**config.mk**
```make
export PLATFORM = sky130hd
export DESIGN_NAME = reg_bank_4x16_loader
export DESIGN_NICKNAME = d
export VERILOG_FILES = /design/src/rtl/reg_bank_4x16_loader.sv
export SDC_FILE = /design/constraint.sdc
export NUM_CORES = 1
export LEC_CHECK = 0
export BUFFER_PORTS_ARGS = -buffer_cell sky130_fd_sc_hd__buf_2
export CELL_PAD_IN_SITES_DETAIL_PLACEMENT = 2
export CELL_PAD_IN_SITES_GLOBAL_PLACEMENT = 2
export CORE_ASPECT_RATIO = 0.9
export CORE_MARGIN = 8
export CORE_UTILIZATION = 29
export CTS_BUF_LIST = sky130_fd_sc_hd__clkbuf_8
export CTS_CLUSTER_DIAMETER = 30
export DETAILED_ROUTE_END_ITERATION = 16
export HOLD_SLACK_MARGIN = 0.06
export PLACE_DENSITY_LB_ADDON = 0.1
export RECOVER_POWER = 25
export SYNTH_ARGS = -nofsm -noshare
export SYNTH_HDL_FRONTEND = slang
export SYNTH_SLANG_ARGS = --single-unit
```
**constraint.sdc**
```tcl
create_clock -name clk -period 1.53 [get_ports clk]
set_input_delay 0 -clock clk [delete_from_list [all_inputs] [get_ports clk]]
set_output_delay 0 -clock clk [all_outputs]
set_load 0.005 [all_outputs]
```
**src/rtl/reg_bank_4x16_loader.sv**
```systemverilog
// Loads a 4-word burst into R0..R3, then scans the downstream 4:1 mux select
// through 00..11, holding each code SCAN_HOLD cycles.
//
// state | meaning
// IDLE  | waiting for start; bank and full hold their values
// LOAD  | accepting words into R[wr_ptr] whenever in_valid is high
// SCAN  | stepping A1:A0 through 00..11 with scan_valid high
module reg_bank_4x16_loader #(
    parameter int unsigned SCAN_HOLD = 1
) (
    input  logic        clk,
    input  logic        reset,
    input  logic        start,
    input  logic        in_valid,
    input  logic [15:0] in_data,
    output logic        in_ready,
    output logic [15:0] R0,
    output logic [15:0] R1,
    output logic [15:0] R2,
    output logic [15:0] R3,
    output logic        A0,
    output logic        A1,
    output logic        scan_valid,
    output logic        full
);

    typedef enum logic [1:0] {
        IDLE = 2'd0,
        LOAD = 2'd1,
        SCAN = 2'd2
    } state_t;

    localparam logic [3:0] HOLD_LAST = 4'(SCAN_HOLD - 1);

    state_t            state_q, state_d;
    logic [3:0][15:0]  bank_q, bank_d;
    logic [1:0]        wr_ptr_q, wr_ptr_d;
    logic [1:0]        sel_q, sel_d;
    logic [3:0]        hold_q, hold_d;
    logic              full_q, full_d;

    always_comb begin
        state_d  = state_q;
        bank_d   = bank_q;
        wr_ptr_d = wr_ptr_q;
        sel_d    = sel_q;
        hold_d   = hold_q;
        full_d   = full_q;
        case (state_q)
            IDLE: begin
                if (start) begin
                    state_d  = LOAD;
                    wr_ptr_d = 2'd0;
                    full_d   = 1'b0;
                end
            end
            LOAD: begin
                if (in_valid) begin
                    bank_d[wr_ptr_q] = in_data;
                    wr_ptr_d         = wr_ptr_q + 2'd1;
                    if (wr_ptr_q == 2'd3) begin
                        state_d = SCAN;
                        full_d  = 1'b1;
                        sel_d   = 2'd0;
                        hold_d  = 4'd0;
                    end
                end
            end
            SCAN: begin
                if (hold_q == HOLD_LAST) begin
                    hold_d = 4'd0;
                    // sel wraps 11 -> 00 on the same edge that returns to IDLE
                    sel_d  = sel_q + 2'd1;
                    if (sel_q == 2'd3) begin
                        state_d = IDLE;
                    end
                end else begin
                    hold_d = hold_q + 4'd1;
                end
            end
            default: begin
                state_d = IDLE;
            end
        endcase
    end

    always_ff @(posedge clk) begin
        if (reset) begin
            state_q  <= IDLE;
            bank_q   <= '0;
            wr_ptr_q <= 2'd0;
            sel_q    <= 2'd0;
            hold_q   <= 4'd0;
            full_q   <= 1'b0;
        end else begin
            state_q  <= state_d;
            bank_q   <= bank_d;
            wr_ptr_q <= wr_ptr_d;
            sel_q    <= sel_d;
            hold_q   <= hold_d;
            full_q   <= full_d;
        end
    end

    assign in_ready   = (state_q == LOAD);
    assign scan_valid = (state_q == SCAN);
    assign R0         = bank_q[0];
    assign R1         = bank_q[1];
    assign R2         = bank_q[2];
    assign R3         = bank_q[3];
    assign A0         = sel_q[0];
    assign A1         = sel_q[1];
    assign full       = full_q;

endmodule

```
=== Yosys cells after proc, flatten, opt, wreduce, memory -nomap -nowiden ===
Index checks and enable logic that the tools add are counted.
Widths: inputs -> output; s select.

* Bits in registers: 75
* Bits in latches: 0
* Bits in writable memories: 0
* Bits in read-only memories: 0
* Output and inout port bits: 69
* Logic and storage cells: 58
* Memories: 0

* $add $sub $neg: 3
* $mul: 0
* Div/mod/pow operators: 0
* Magnitude comparators: 2
* Eq/ne operators: 9
* Shifts and indexed selects: 0
* Muxes and demuxes: 24
* Bitwise logic cells: 0
* Reduce and logical (&&, ||, !) cells: 11

{| class="wikitable"
|+ Operators with widths
! kind !! number
|-
| $bwmux 64 || 1
|-
| $demux 16 s2 || 1
|-
| $mux 2 || 10
|-
| $mux 16 || 1
|-
| $mux 4 || 3
|-
| $pmux 2 s2 || 2
|-
| $pmux 4 s2 || 1
|-
| $reduce_and 4->1 || 2
|-
| $eq 2x2->1 const B || 3
|-
| $ne 2x1->1 const B || 3
|-
| $pmux 2 s3 || 1
|-
| $reduce_and 3->1 || 2
|-
| $reduce_and 5->1 || 1
|-
| $add 2x1->2 const B || 2
|-
| $add 4x1->4 const B || 1
|-
| $logic_not 4->1 || 1
|-
| $ne 2x2->1 const B || 2
|-
| $reduce_bool 2->1 || 2
|-
| $lt 2x3->1 const B || 1
|-
| $mux 1 || 3
|-
| $eq 2x1->1 const B || 1
|-
| $ge 2x1->1 const B || 1
|-
| $logic_not 2->1 || 1
|-
| $pmux 1 s2 || 1
|-
| other kinds (2) || 2
|}

=== Logic depth before layout (Yosys ltp) ===
* Depth after elaboration: 5
* Mapped depth: 7

=== Worst setup path before layout ===
Ideal clock, no wire load.

* Kind: register to register
* Start: reg hold_q[0]
* End: reg sel_q[0]
* Setup time: 0.067 ns
* Arrival time: 1.349 ns
* Path slack: 0.113 ns
* Stages on the path, launching flop included: 6
* Buffers on the path: 0
* Clock period less this slack: 1.417 ns
* Cell sequence: dfxtp_1 -> inv_1 -> ha_1 -> or3b_4 -> or3_1 -> a21oi_2

* Cells in the longest elaborated chain, start to end: 3

{| class="wikitable"
|+ Ends and longest elaborated chain
! item !! line !! RTL
|-
| start: declaration || 39 || <nowiki>logic [3:0] hold_q, hold_d;</nowiki>
|-
| start signal: assignment || 100 || <nowiki>hold_q <= hold_d;</nowiki>
|-
| $logic_not 4->1 || 70 || <nowiki>if (hold_q == HOLD_LAST) begin</nowiki>
|-
| $ne 2x1->1 (no line) || -- ||
|-
| $reduce_and 4->1 (no line) || -- ||
|-
| end signal: assignment || 99 || <nowiki>sel_q <= sel_d;</nowiki>
|-
| end: declaration || 38 || <nowiki>logic [1:0] sel_q, sel_d;</nowiki>
|}

Every way passes these cells.
A chain may end at the register's enable or synchronous reset.

=== Worst setup path after layout ===
* Start: reg hold_q[1]
* End: reg sel_q[0]

Same word-level chain as after synthesis.

==> impl_metrics.ini <==
[min_path]
min_from = start
hold_path_end = full$_SDFFE_PP0P_
hp-class = in2reg
whs_path_depth = 3

[global_routing]
grt_pass1_vias = 3107
grt_start_max_net_pins = 36
grt_pass1_wl_um = 16700
groute.usage.overall_pct = 15.88
antenna_found_initial = 0
overflow = 0

[floorplanning]
die_h_um = 110.4
dieArea_um2 = 13350
start_util_pct = 29.74
fp.coreArea_um2 = 9657
rows = 34
ios = 89
die_w_um = 120.9

[sta]
worst_slack_ns = 0.05589
timing.fmax_ghz = 0.6784
relSlewSlack_pct = 73.72
fin_crit_sh_pct = 96.35
tns_ns = 0
hold_viol = 0
rsz0062_at_grt = yes
finalSetupViolations = 0
fin_skew_ns = 0.005550
drv_slew = 0
tightest_slew_ns = 0.3942
min_period_ns = 1.474

[setup_path]
cp.required_ns = 1.82
crit_type = reg2reg
rr_startpoint = hold_q[1]$_SDFFE_PP0P_
cp-start-kind = register
worstPathCellList = inv_1, ha_2, or3b_4, or3_4, a21oi_2
worstPathArrival_ns = 1.76
r2r_cells = 5
worst_path_max_delay_cell = or3b_4
critPathMaxStageDelay_ns = 0.41
crit_fanout = 5
critPathCaptureType = register
ff2ff_setup_slack_ns = 0.06
timing.rr.end = sel_q[0]$_SDFFE_PP0P_

[cells_and_area]
layout.nets = 490
area_delta_synth_final_pct = 33.25
fillers = 1096
layout-drive-gt1-share_pct = 23.34
num_antenna_cells = 0
final_core_util_pct = 39.62

[clock_network]
cts_buffer_depth = 2
path_clk_slew_ns = 0.07
cts_htree_levels = 3
numCtsBuffers = 9
clock_sinks = 75
cts_tree = yes
clock_tree.root_cell = clkbuf_8
clk_latency_ns = 0.35

[drt]
drtAntennaViolNets = 0
drt-initial-drc-count = 106
vias = 2835
drcViolationCount = 0
routed_wl_um = 10440
via_per_inst = 4.781
firstDrtPassIters = 4
wire_per_inst_um = 17.61

[run]
drv_cap = 0

[synthesis]
synth-seq-area-share_pct = 52.29
synth_ff_type = dfxtp_1
synth.distinct_cells = 29
async_reset_ff_share_pct = 0
ys_warn_count = 0
synth-edff-count = 0
syn-cell-area_um2 = 2872
synthTopCellsByCount = nand2_1 (131), dfxtp_1 (75), a21oi_1 (69)
synth_most_common_cell = nand2_1
synth_largest_area_cell = dfxtp_1
syn_area_per_cell_um2 = 8.135
synth-seq-cells = 75
synth_top_area_share_pct = 52.29
synth_area_leaders = dfxtp_1 (52%), nand2_1 (17%), a21oi_1 (12%)
synthCells = 353
synthesis.nets = 380

[outcome]
status = completed

[placement]
hpwl_um = 7390
port_buffers = 88
gp_congestion = 0.7555
place_worst_setup_slack_ns = -0.1513

[power]
p_per_area_nw_per_um2 = 931.5
p_leak_nw = 1.520
ir_worst_vdd_mv = 0.4462
finalPower_w = 0.003564
## critical path: cells and delay by family (launching register included)
kind | cells | cell delay [ns]
AOI/OAI and AO/OA | 1 | 0.11
adders and majority gates | 1 | 0.16
buffers and inverters | 1 | 0.06
DFF | 1 | 0.34
and+or+nand+nor | 2 | 0.75
## stage by stage
stage          cell area (um2)  std cells  hold slack [ns]
3_5_place_dp              3461        558           0.2082
3_3_place_gp              3461        558           0.2025
2_1_floorplan             2872        353          0.09561
6_report                  3826        593           0.3834
4_1_cts                   3826        592           0.3596
5_1_grt                   3826        593           0.3874
## cell families after synthesis
| kind of cell | share of synthesized area, % |
|---|---|
| AND/OR/NAND/NOR | 24.75 |
| AO/OA/AOI/OAI | 14.77 |
| flip-flops | 52.29 |
| buffers and inverters | 5.142 |
| adder cells (fa/ha/maj) | 3.050 |
## cells in the final DEF, fill, tap and decap left out, types with 2 or more instances in the layout
cell type | Yosys | routed
nand2_1 | 131 | 131
dfxtp_1 | 75 | 72
a21oi_1 | 69 | 69
buf_2 | 10 | 65
clkbuf_1 | 8 | 23
dlygate4sd3_1 | 0 | 19
buf_4 | 3 | 16
clkbuf_8 | 0 | 10
nand3_1 | 8 | 8
inv_1 | 5 | 6
ha_1 | 7 | 6
nand4b_1 | 5 | 5
a31oi_1 | 3 | 3
clkinv_2 | 0 | 3
dfxtp_2 | 0 | 3
nor2b_1 | 2 | 2
and4b_2 | 0 | 2
nand3b_1 | 2 | 2
and4b_4 | 0 | 2
nor3b_1 | 2 | 2
o211ai_1 | 2 | 2
nor2_1 | 2 | 2
## flip-flops by register name, summed over array words and instances, names as in the netlist
name and count:
R0 16, R1 16, R2 16, R3 16, full 1, hold_q 4, sel_q 2, state_q 2
wr_ptr_q 2
## power by group
| part | leakage (nW) | internal (W) | switching (W) |
|---|---|---|---|
| Clock | 0.0943 | 0.000604 | 0.000714 |
| Sequential | 0.607 | 0.00198 | 0.0000187 |
| Combinational | 0.819 | 0.000104 | 0.000146 |
## final cells by class
type	count	area [um2]	area share [%]
Clock inverter	5	22.52	0.5886
Timing Repair Buffer	124	733.2	19.16
Inverter	5	18.77	0.4905
Multi-Input combinational cell	248	1251	32.70
Tap cell	126	157.7	4.120
Clock buffer	10	137.6	3.597
Sequential cell	75	1505	39.34
## what timing repair did
| action | in CTS | in global routing |
|---|---|---|
| hold buffers | 19 | 0 |
| setup endpoints to repair | 49 | 40 |
| pin swaps | 0 | 2 |
| hold endpoints to repair | 69 | 0 |
| buffers inserted | 0 | 1 |
| cloned | 0 | 0 |
| gates resized for setup | 5 | 10 |
## per-layer routing
layer	part of all wire (%)	global-route usage (%)
met5	0	0
met2	49	26.36
met4	1.1	4.742
met3	5.2	5.244
met1	44	18.87
## worst max path at each step
stage                                   startpoint                     to  slack [ns]  depth (start not counted)
after floorplan             hold_q[0]$_SDFFE_PP0P_  sel_q[0]$_SDFFE_PP0P_        0.11                          5
after global placement     state_q[0]$_SDFFE_PP0P_     R2[7]$_SDFFE_PP0P_       -0.06                          3
after detailed placement  wr_ptr_q[0]$_SDFFE_PP0P_     R2[1]$_SDFFE_PP0P_       -0.15                          5
after CTS                   hold_q[0]$_SDFFE_PP0P_  sel_q[0]$_SDFFE_PP0P_       0.004                          5
after global routing      wr_ptr_q[0]$_SDFFE_PP0P_     R3[1]$_SDFFE_PP0P_      -0.002                          6
final                       hold_q[1]$_SDFFE_PP0P_  sel_q[0]$_SDFFE_PP0P_        0.06                          5
No activity file was read; power rests on OpenSTA's default activity.
